## config.mk

```make
export PLATFORM = sky130hd
export DESIGN_NAME = draw_mode_ctrl_flat
export DESIGN_NICKNAME = d
export VERILOG_FILES = /design/src/rtl/draw_mode_ctrl_pkg.sv /design/src/rtl/draw_mode_ctrl_if.sv /design/src/rtl/frame_edge_det.sv /design/src/rtl/draw_mode_ctrl.sv /design/src/flat_wrapper.sv
export SDC_FILE = /design/constraint.sdc
export NUM_CORES = 1
export LEC_CHECK = 0
export ABC_AREA = 0
export BUFFER_PORTS_ARGS = -buffer_cell sky130_fd_sc_hd__buf_2
export CAP_MARGIN = 20
export CORE_AREA = 2 2 39 41
export CTS_BUF_LIST = sky130_fd_sc_hd__clkbuf_4 sky130_fd_sc_hd__clkbuf_8
export CTS_CLUSTER_DIAMETER = 40
export DETAILED_ROUTE_END_ITERATION = 7
export DIE_AREA = 0 0 41 43
export SLEW_MARGIN = 5
export SYNTH_ARGS = -nofsm -noshare
export SYNTH_HDL_FRONTEND = slang
export SYNTH_HIERARCHICAL = 1
export SYNTH_SLANG_ARGS = --single-unit
```

## constraint.sdc

```tcl
create_clock -name clk -period 1.3 [get_ports clk]
set_clock_uncertainty 0.15 [all_clocks]
set_input_delay 0.325 -clock clk [delete_from_list [all_inputs] [get_ports clk]]
set_output_delay 0.325 -clock clk [all_outputs]
set_load 0.01 [all_outputs]
```

## src/rtl/draw_mode_ctrl_pkg.sv

```systemverilog
`default_nettype none
// ============================================================================
// Module   : draw_mode_ctrl_pkg
// Purpose  : Shared types for the draw-mode sequencer: screen modes, the
//            sequencer state encoding and the default black-frame count.
// Ports    : none (package)
// Revision : 1.0 - initial release
// ============================================================================
package draw_mode_ctrl_pkg;

  typedef enum logic [1:0] {
    MENU = 2'd0,
    GAME = 2'd1,
    WIN  = 2'd2,
    LOSE = 2'd3
  } game_mode;

  typedef enum logic [1:0] {
    DMC_STABLE    = 2'd0,
    DMC_WAIT_EDGE = 2'd1,
    DMC_BLANK     = 2'd2
  } draw_ctrl_state_e;

  localparam int DRAW_BLANK_FRAMES = 2;

endpackage
`default_nettype wire

```

## src/rtl/draw_mode_ctrl_if.sv

```systemverilog
`default_nettype none
// ============================================================================
// Module   : draw_mode_ctrl_if
// Purpose  : Bundles the mode request / frame timing inputs and the
//            committed-mode outputs of the draw-mode sequencer.
// Ports    : master - game FSM + timing side (drives mode_req, vblnk)
//            slave  - sequencer side (drives mode_o, blank_o, busy, done)
// Revision : 1.0 - initial release
// ============================================================================
interface draw_mode_ctrl_if;
  import draw_mode_ctrl_pkg::*;

  game_mode mode_req;
  logic     vblnk;
  game_mode mode_o;
  logic     blank_o;
  logic     busy;
  logic     done;

  modport master (
    output mode_req,
    output vblnk,
    input  mode_o,
    input  blank_o,
    input  busy,
    input  done
  );

  modport slave (
    input  mode_req,
    input  vblnk,
    output mode_o,
    output blank_o,
    output busy,
    output done
  );

endinterface
`default_nettype wire

```

## src/rtl/frame_edge_det.sv

```systemverilog
`default_nettype none
// ============================================================================
// Module   : frame_edge_det
// Purpose  : Detects the rising edge of vertical blank (start of a frame
//            boundary).
// Ports    : clk, rst (sync, active-high)
//            vblnk  - vertical blank from the timing generator
//            fe     - high for the single cycle where vblnk rises
// Revision : 1.0 - initial release
// ============================================================================
module frame_edge_det (
  input  wire logic clk,
  input  wire logic rst,
  input  wire logic vblnk,
  output logic      fe
);

  logic vb_d_q;
  logic vb_d_d;

  always_comb begin
    vb_d_d = vblnk;
  end

  // Resetting the history to 1 suppresses a false edge when reset is
  // released in the middle of a blanking interval.
  always_ff @(posedge clk) begin
    if (rst) begin
      vb_d_q <= 1'b1;
    end else begin
      vb_d_q <= vb_d_d;
    end
  end

  assign fe = vblnk & ~vb_d_q;

endmodule
`default_nettype wire

```

## src/rtl/draw_mode_ctrl.sv

```systemverilog
`default_nettype none
// ============================================================================
// Module   : draw_mode_ctrl
// Purpose  : Frame-synchronous mode sequencer for the draw mux. Commits a
//            new screen mode only at a vblank rising edge and inserts
//            BLANK_FRAMES all-black frames between screens.
// Ports    : clk, rst (sync, active-high)
//            bus.mode_req (in)  requested mode, level, may change any cycle
//            bus.vblnk    (in)  vertical blank
//            bus.mode_o   (out) committed mode (mux select)
//            bus.blank_o  (out) force mux RGB to zero
//            bus.busy     (out) switch pending or in progress
//            bus.done     (out) 1-cycle pulse when mode_o is committed
// Revision : 1.0 - initial release
// ============================================================================
module draw_mode_ctrl
  import draw_mode_ctrl_pkg::*;
#(
  parameter int       BLANK_FRAMES = DRAW_BLANK_FRAMES,
  parameter game_mode RESET_MODE   = MENU
) (
  input  wire logic         clk,
  input  wire logic         rst,
  draw_mode_ctrl_if.slave   bus
);

  localparam logic [1:0] ST_STABLE    = DMC_STABLE;
  localparam logic [1:0] ST_WAIT_EDGE = DMC_WAIT_EDGE;
  localparam logic [1:0] ST_BLANK     = DMC_BLANK;

  localparam int FCNT_W = (BLANK_FRAMES > 0) ? $clog2(BLANK_FRAMES + 1) : 1;
  // Only meaningful when BLANK_FRAMES > 0; the zero case never reaches BLANK.
  localparam logic [FCNT_W-1:0] FCNT_LAST =
    (BLANK_FRAMES > 0) ? FCNT_W'(BLANK_FRAMES - 1) : '0;

  logic              fe;
  logic [1:0]        state_q, state_d;
  game_mode          mode_q,  mode_d;
  game_mode          tgt_q,   tgt_d;
  logic [FCNT_W-1:0] fcnt_q,  fcnt_d;
  logic              blank_q, blank_d;
  logic              busy_q,  busy_d;
  logic              done_q,  done_d;

  frame_edge_det u_edge (
    .clk   (clk),
    .rst   (rst),
    .vblnk (bus.vblnk),
    .fe    (fe)
  );

  always_comb begin
    state_d = state_q;
    mode_d  = mode_q;
    tgt_d   = tgt_q;
    fcnt_d  = fcnt_q;
    blank_d = blank_q;
    done_d  = 1'b0;

    case (state_q)
      ST_STABLE: begin
        if (bus.mode_req != mode_q) begin
          tgt_d   = bus.mode_req;
          state_d = ST_WAIT_EDGE;
        end
      end

      ST_WAIT_EDGE: begin
        tgt_d = bus.mode_req;
        if (bus.mode_req == mode_q) begin
          state_d = ST_STABLE;
        end else if (fe && (BLANK_FRAMES == 0)) begin
          mode_d  = tgt_d;
          done_d  = 1'b1;
          state_d = ST_STABLE;
        end else if (fe) begin
          blank_d = 1'b1;
          fcnt_d  = '0;
          state_d = ST_BLANK;
        end
      end

      ST_BLANK: begin
        // Last request wins; the blank run always completes, even when the
        // final target equals the mode already on screen.
        tgt_d = bus.mode_req;
        if (fe) begin
          if (fcnt_q == FCNT_LAST) begin
            mode_d  = tgt_d;
            blank_d = 1'b0;
            done_d  = 1'b1;
            state_d = ST_STABLE;
          end else if (fcnt_q != '1) begin
            fcnt_d = fcnt_q + FCNT_W'(1);
          end
        end
      end

      default: begin
        state_d = ST_STABLE;
        blank_d = 1'b0;
      end
    endcase

    busy_d = (state_d != ST_STABLE);
  end

  always_ff @(posedge clk) begin
    if (rst) begin
      state_q <= ST_STABLE;
      mode_q  <= RESET_MODE;
      tgt_q   <= RESET_MODE;
      fcnt_q  <= '0;
      blank_q <= 1'b0;
      busy_q  <= 1'b0;
      done_q  <= 1'b0;
    end else begin
      state_q <= state_d;
      mode_q  <= mode_d;
      tgt_q   <= tgt_d;
      fcnt_q  <= fcnt_d;
      blank_q <= blank_d;
      busy_q  <= busy_d;
      done_q  <= done_d;
    end
  end

  assign bus.mode_o  = mode_q;
  assign bus.blank_o = blank_q;
  assign bus.busy    = busy_q;
  assign bus.done    = done_q;

endmodule
`default_nettype wire

```

## src/flat_wrapper.sv

```systemverilog
// flat-port wrapper written by rule: the top's interface ports become plain ports
module draw_mode_ctrl_flat import draw_mode_ctrl_pkg::*;
#(
  parameter int       BLANK_FRAMES = DRAW_BLANK_FRAMES,
  parameter game_mode RESET_MODE   = MENU
)
  (clk, rst, bus_mode_req, bus_vblnk, bus_mode_o, bus_blank_o, bus_busy, bus_done);
  draw_mode_ctrl_if bus_i ();
  input  wire logic clk;
  input  wire logic rst;
  input wire logic [$bits(bus_i.mode_req)-1:0] bus_mode_req;
  input wire logic [$bits(bus_i.vblnk)-1:0] bus_vblnk;
  output wire logic [$bits(bus_i.mode_o)-1:0] bus_mode_o;
  output wire logic [$bits(bus_i.blank_o)-1:0] bus_blank_o;
  output wire logic [$bits(bus_i.busy)-1:0] bus_busy;
  output wire logic [$bits(bus_i.done)-1:0] bus_done;
  assign bus_i.mode_req = bus_mode_req;
  assign bus_i.vblnk = bus_vblnk;
  assign bus_mode_o = bus_i.mode_o;
  assign bus_blank_o = bus_i.blank_o;
  assign bus_busy = bus_i.busy;
  assign bus_done = bus_i.done;
  draw_mode_ctrl #(.BLANK_FRAMES(BLANK_FRAMES), .RESET_MODE(RESET_MODE)) u_core (.clk(clk), .rst(rst), .bus(bus_i));
endmodule
```

==> flow_metrics.env <==
export IMPL_crit_family="flip-flops"
export IMPL_cts_tree="yes"
export IMPL_crit_fanout=4
export IMPL_routed_via_density=4.75
export IMPL_antenna_found_initial=0
export IMPL_final_util_pct=46.5
export IMPL_avgSynthCellArea_um2=9.67
export IMPL_ys_types=20
export IMPL_cp_required_ns=1.28
export IMPL_start_util_pct=33.5
export IMPL_end_kind="flop"
export IMPL_min_path_cells=2
export IMPL_layout_common_cells="buf_2, dfxtp_1, nor3b_1, buf_4"
export IMPL_synth_area_leader_cell="dfxtp_1"
export IMPL_rsz0062_at_grt="yes"
export IMPL_crit_arrival_ns=1.32
export IMPL_power_frac_clock_pct=34.6
export IMPL_dieArea_um2=1760
export IMPL_yosys_register_bits=10
export IMPL_netlist_area_leader_share_pct=43.1
export IMPL_clock_path_buffers=2
export IMPL_fin_nets=73
export IMPL_critPathBufInv=1
export IMPL_synthTopCellsByArea="dfxtp_1, nor3b_1, a21oi_1"
export IMPL_layout_cells_non_filler=80
export IMPL_period_share_pct=103
export IMPL_worstMarginPinSlew_ns=0.332
export IMPL_p_comb_share_pct=9.4
export IMPL_drtIter0Drc=3
export IMPL_slew_headroom_pct=77.8
export IMPL_netlist_instances=48
export IMPL_numCtsBuffers=3
export IMPL_status="complete, but fails checks"
export IMPL_htree_levels=1
export IMPL_vias=380
export IMPL_switchingPower_mw=0.126
export IMPL_p_int_mw=0.444
export IMPL_seq_power_share_pct=56.0
export IMPL_gp_congestion=0.772
export IMPL_ant_nets=0
export IMPL_grt_max_degree=16
export IMPL_diodes=0
export IMPL_r2r_setup_slack_ns=-0.03
export IMPL_power_per_cell_area_nw_per_um2=886
export IMPL_path_cells="inv_4, ha_4, nor4b_4, a21oi_2, o41ai_1"
export IMPL_wire_per_inst_um=10.9
export IMPL_final_common_cell="buf_2"
export IMPL_min_to="u_core/u_edge/vb_d_q"
export IMPL_whs_ns=0.117
export IMPL_finalSetupViolations=2
export IMPL_postCtsHoldBufs=0
export IMPL_min_from="bus_vblnk"
export IMPL_grt_pass1_wl_um=1420
export IMPL_ios=10
export IMPL_clk_pin_slew_worst_paths_ns=0.06
export IMPL_setup_ws_ns=-0.0341
export IMPL_worstSetupPathType="flop to flop"
export IMPL_worstSetupStartpoint="u_core/fcnt_q[1]"
export IMPL_dpl_cell_count=75
export IMPL_max_cap_violations=0
export IMPL_ir_drop_mv=0.415
export IMPL_dr_pass1_iters=4
export IMPL_clock_latency_ns=0.25
export IMPL_fmax_ghz=0.750
export IMPL_hpwlAfterDp_um=601
export IMPL_syn_area_um2=464
export IMPL_ys_warn_count=6
export IMPL_total_power_mw=0.570
export IMPL_cp_slowest_cell="dfxtp_4"
export IMPL_syn_nets=55
export IMPL_p_sw_share_pct=22.1
export IMPL_remaining_drc_errors=0
export IMPL_gr_usage_all_layers_pct=12.7
export IMPL_ys_seq_area_share_pct=43.1
export IMPL_cts_sinks=10
export IMPL_rows=14
export IMPL_timing_final_crit_period_ns=1.33
export IMPL_place_ws_ns=-0.101
export IMPL_dieWidth_um=41
export IMPL_drt_total_wl_um=872
export IMPL_die_h_um=43
export IMPL_cts_root_buf="clkbuf_4"
export IMPL_core_area_um2=1380
export IMPL_r2r_end="u_core/fcnt_q[0]"
export IMPL_area_growth_pct=38.5
export IMPL_violations="negative setup slack"
export IMPL_rr_worst_depth=5
export IMPL_io_buffer_count=9
export IMPL_grt_pass1_vias=344
export IMPL_slowest_delay_ns=0.37
export IMPL_drive_above_1_share_pct=42.2
export IMPL_hold_viol_final=0
export IMPL_timing_rr_start="u_core/fcnt_q[1]"
export IMPL_slew_viol_final=0
export IMPL_hp_class="input port to flop"
export IMPL_p_leak_nw=0.258
export IMPL_critPathLaunchType="flop"
export IMPL_grt_overflow=0
export IMPL_fillCellCount=142
-- sequential cells by signal (all words and copies together) (netlist names) --
register	count
u_core/bus.blank_o	1
u_core/bus.busy	1
u_core/bus.done	1
u_core/bus.mode_o	2
u_core/fcnt_q	2
u_core/state_q	2
u_core/u_edge/vb_d_q	1
-- Yosys cell counts, drive strengths merged --
library cell	number
or2	2
nand2	2
nor2b	2
nor3b	5
inv	3
a21oi	5
mux2i	2
o32ai	1
o41ai	2
nand3b	1
dfxtp	10
o22ai	1
nor4b	1
nand4b	1
nand2b	1
xnor2	2
nor2	3
a21o	1
buf	1
ha	2
-- per-layer routing --
layer	part of all wire (%)	wire length [um]	GRT usage, %
met5	0	0	0
met2	48	421	16.6
met4	1.7	15	12.0
met1	48	416	14.9
met3	2.2	19	4.71
-- worst max path at each step --
stage	slack [ns]	to	depth (start not counted)
global placement	-0.09	u_core/bus.mode_o[0]	5
finish	-0.03	u_core/fcnt_q[0]	5
CTS	-0.06	u_core/fcnt_q[0]	4
floorplan	0.02	u_core/bus.mode_o[0]	4
global route	-0.1	u_core/fcnt_q[1]	5
detailed placement	-0.10	u_core/bus.mode_o[1]	5
-- stage by stage --
| step | TNS, ns | area [um^2] |
|---|---|---|
| 2_1_floorplan | 0 | 475 |
| 3_3_place_gp | -0.362 | 558 |
| 3_5_place_dp | -0.427 | 558 |
| 4_1_cts | -0.119 | 602 |
| 5_1_grt | -0.343 | 643 |
| 6_report | -0.0669 | 643 |
-- cells by family after synthesis --
kind of cell             after synthesis  share of synthesized area (%)
multiplexers                           2                           4.31
buffers and inverters                  4                           3.50
AO/OA/AOI/OAI                         10                           14.3
AND/OR/NAND/NOR                       18                           25.6
XOR/XNOR                               2                           3.77
adder cells (fa/ha/maj)                2                           5.39
flip-flops                            10                           43.1
-- power by group through the flow --
stage / logic [mW] / clock network [mW] / registers [mW]
after floorplan: 0.0283 / 0 / 0.329
after global placement: 0.0499 / 0 / 0.329
after detailed placement: 0.0499 / 0 / 0.328
after CTS: 0.0514 / 0.212 / 0.322
after global routing: 0.0589 / 0.232 / 0.320
final: 0.0534 / 0.197 / 0.319
-- final cells by class --
type	count	area, um^2	share of cell area (%)
Multi-Input combinational cell	34	297	46.1
Sequential cell	10	208	32.3
Timing Repair Buffer	14	82.6	12.8
Clock buffer	3	22.5	3.50
Tap cell	16	20.0	3.11
Inverter	3	13.8	2.14
-- timing repair --
action                                  CTS  global route
pin swaps                                 2             5
resized for setup                         4             9
setup buffers                             1             1
endpoints found under the setup margin    4             5
(Power assumes the default switching activity.)
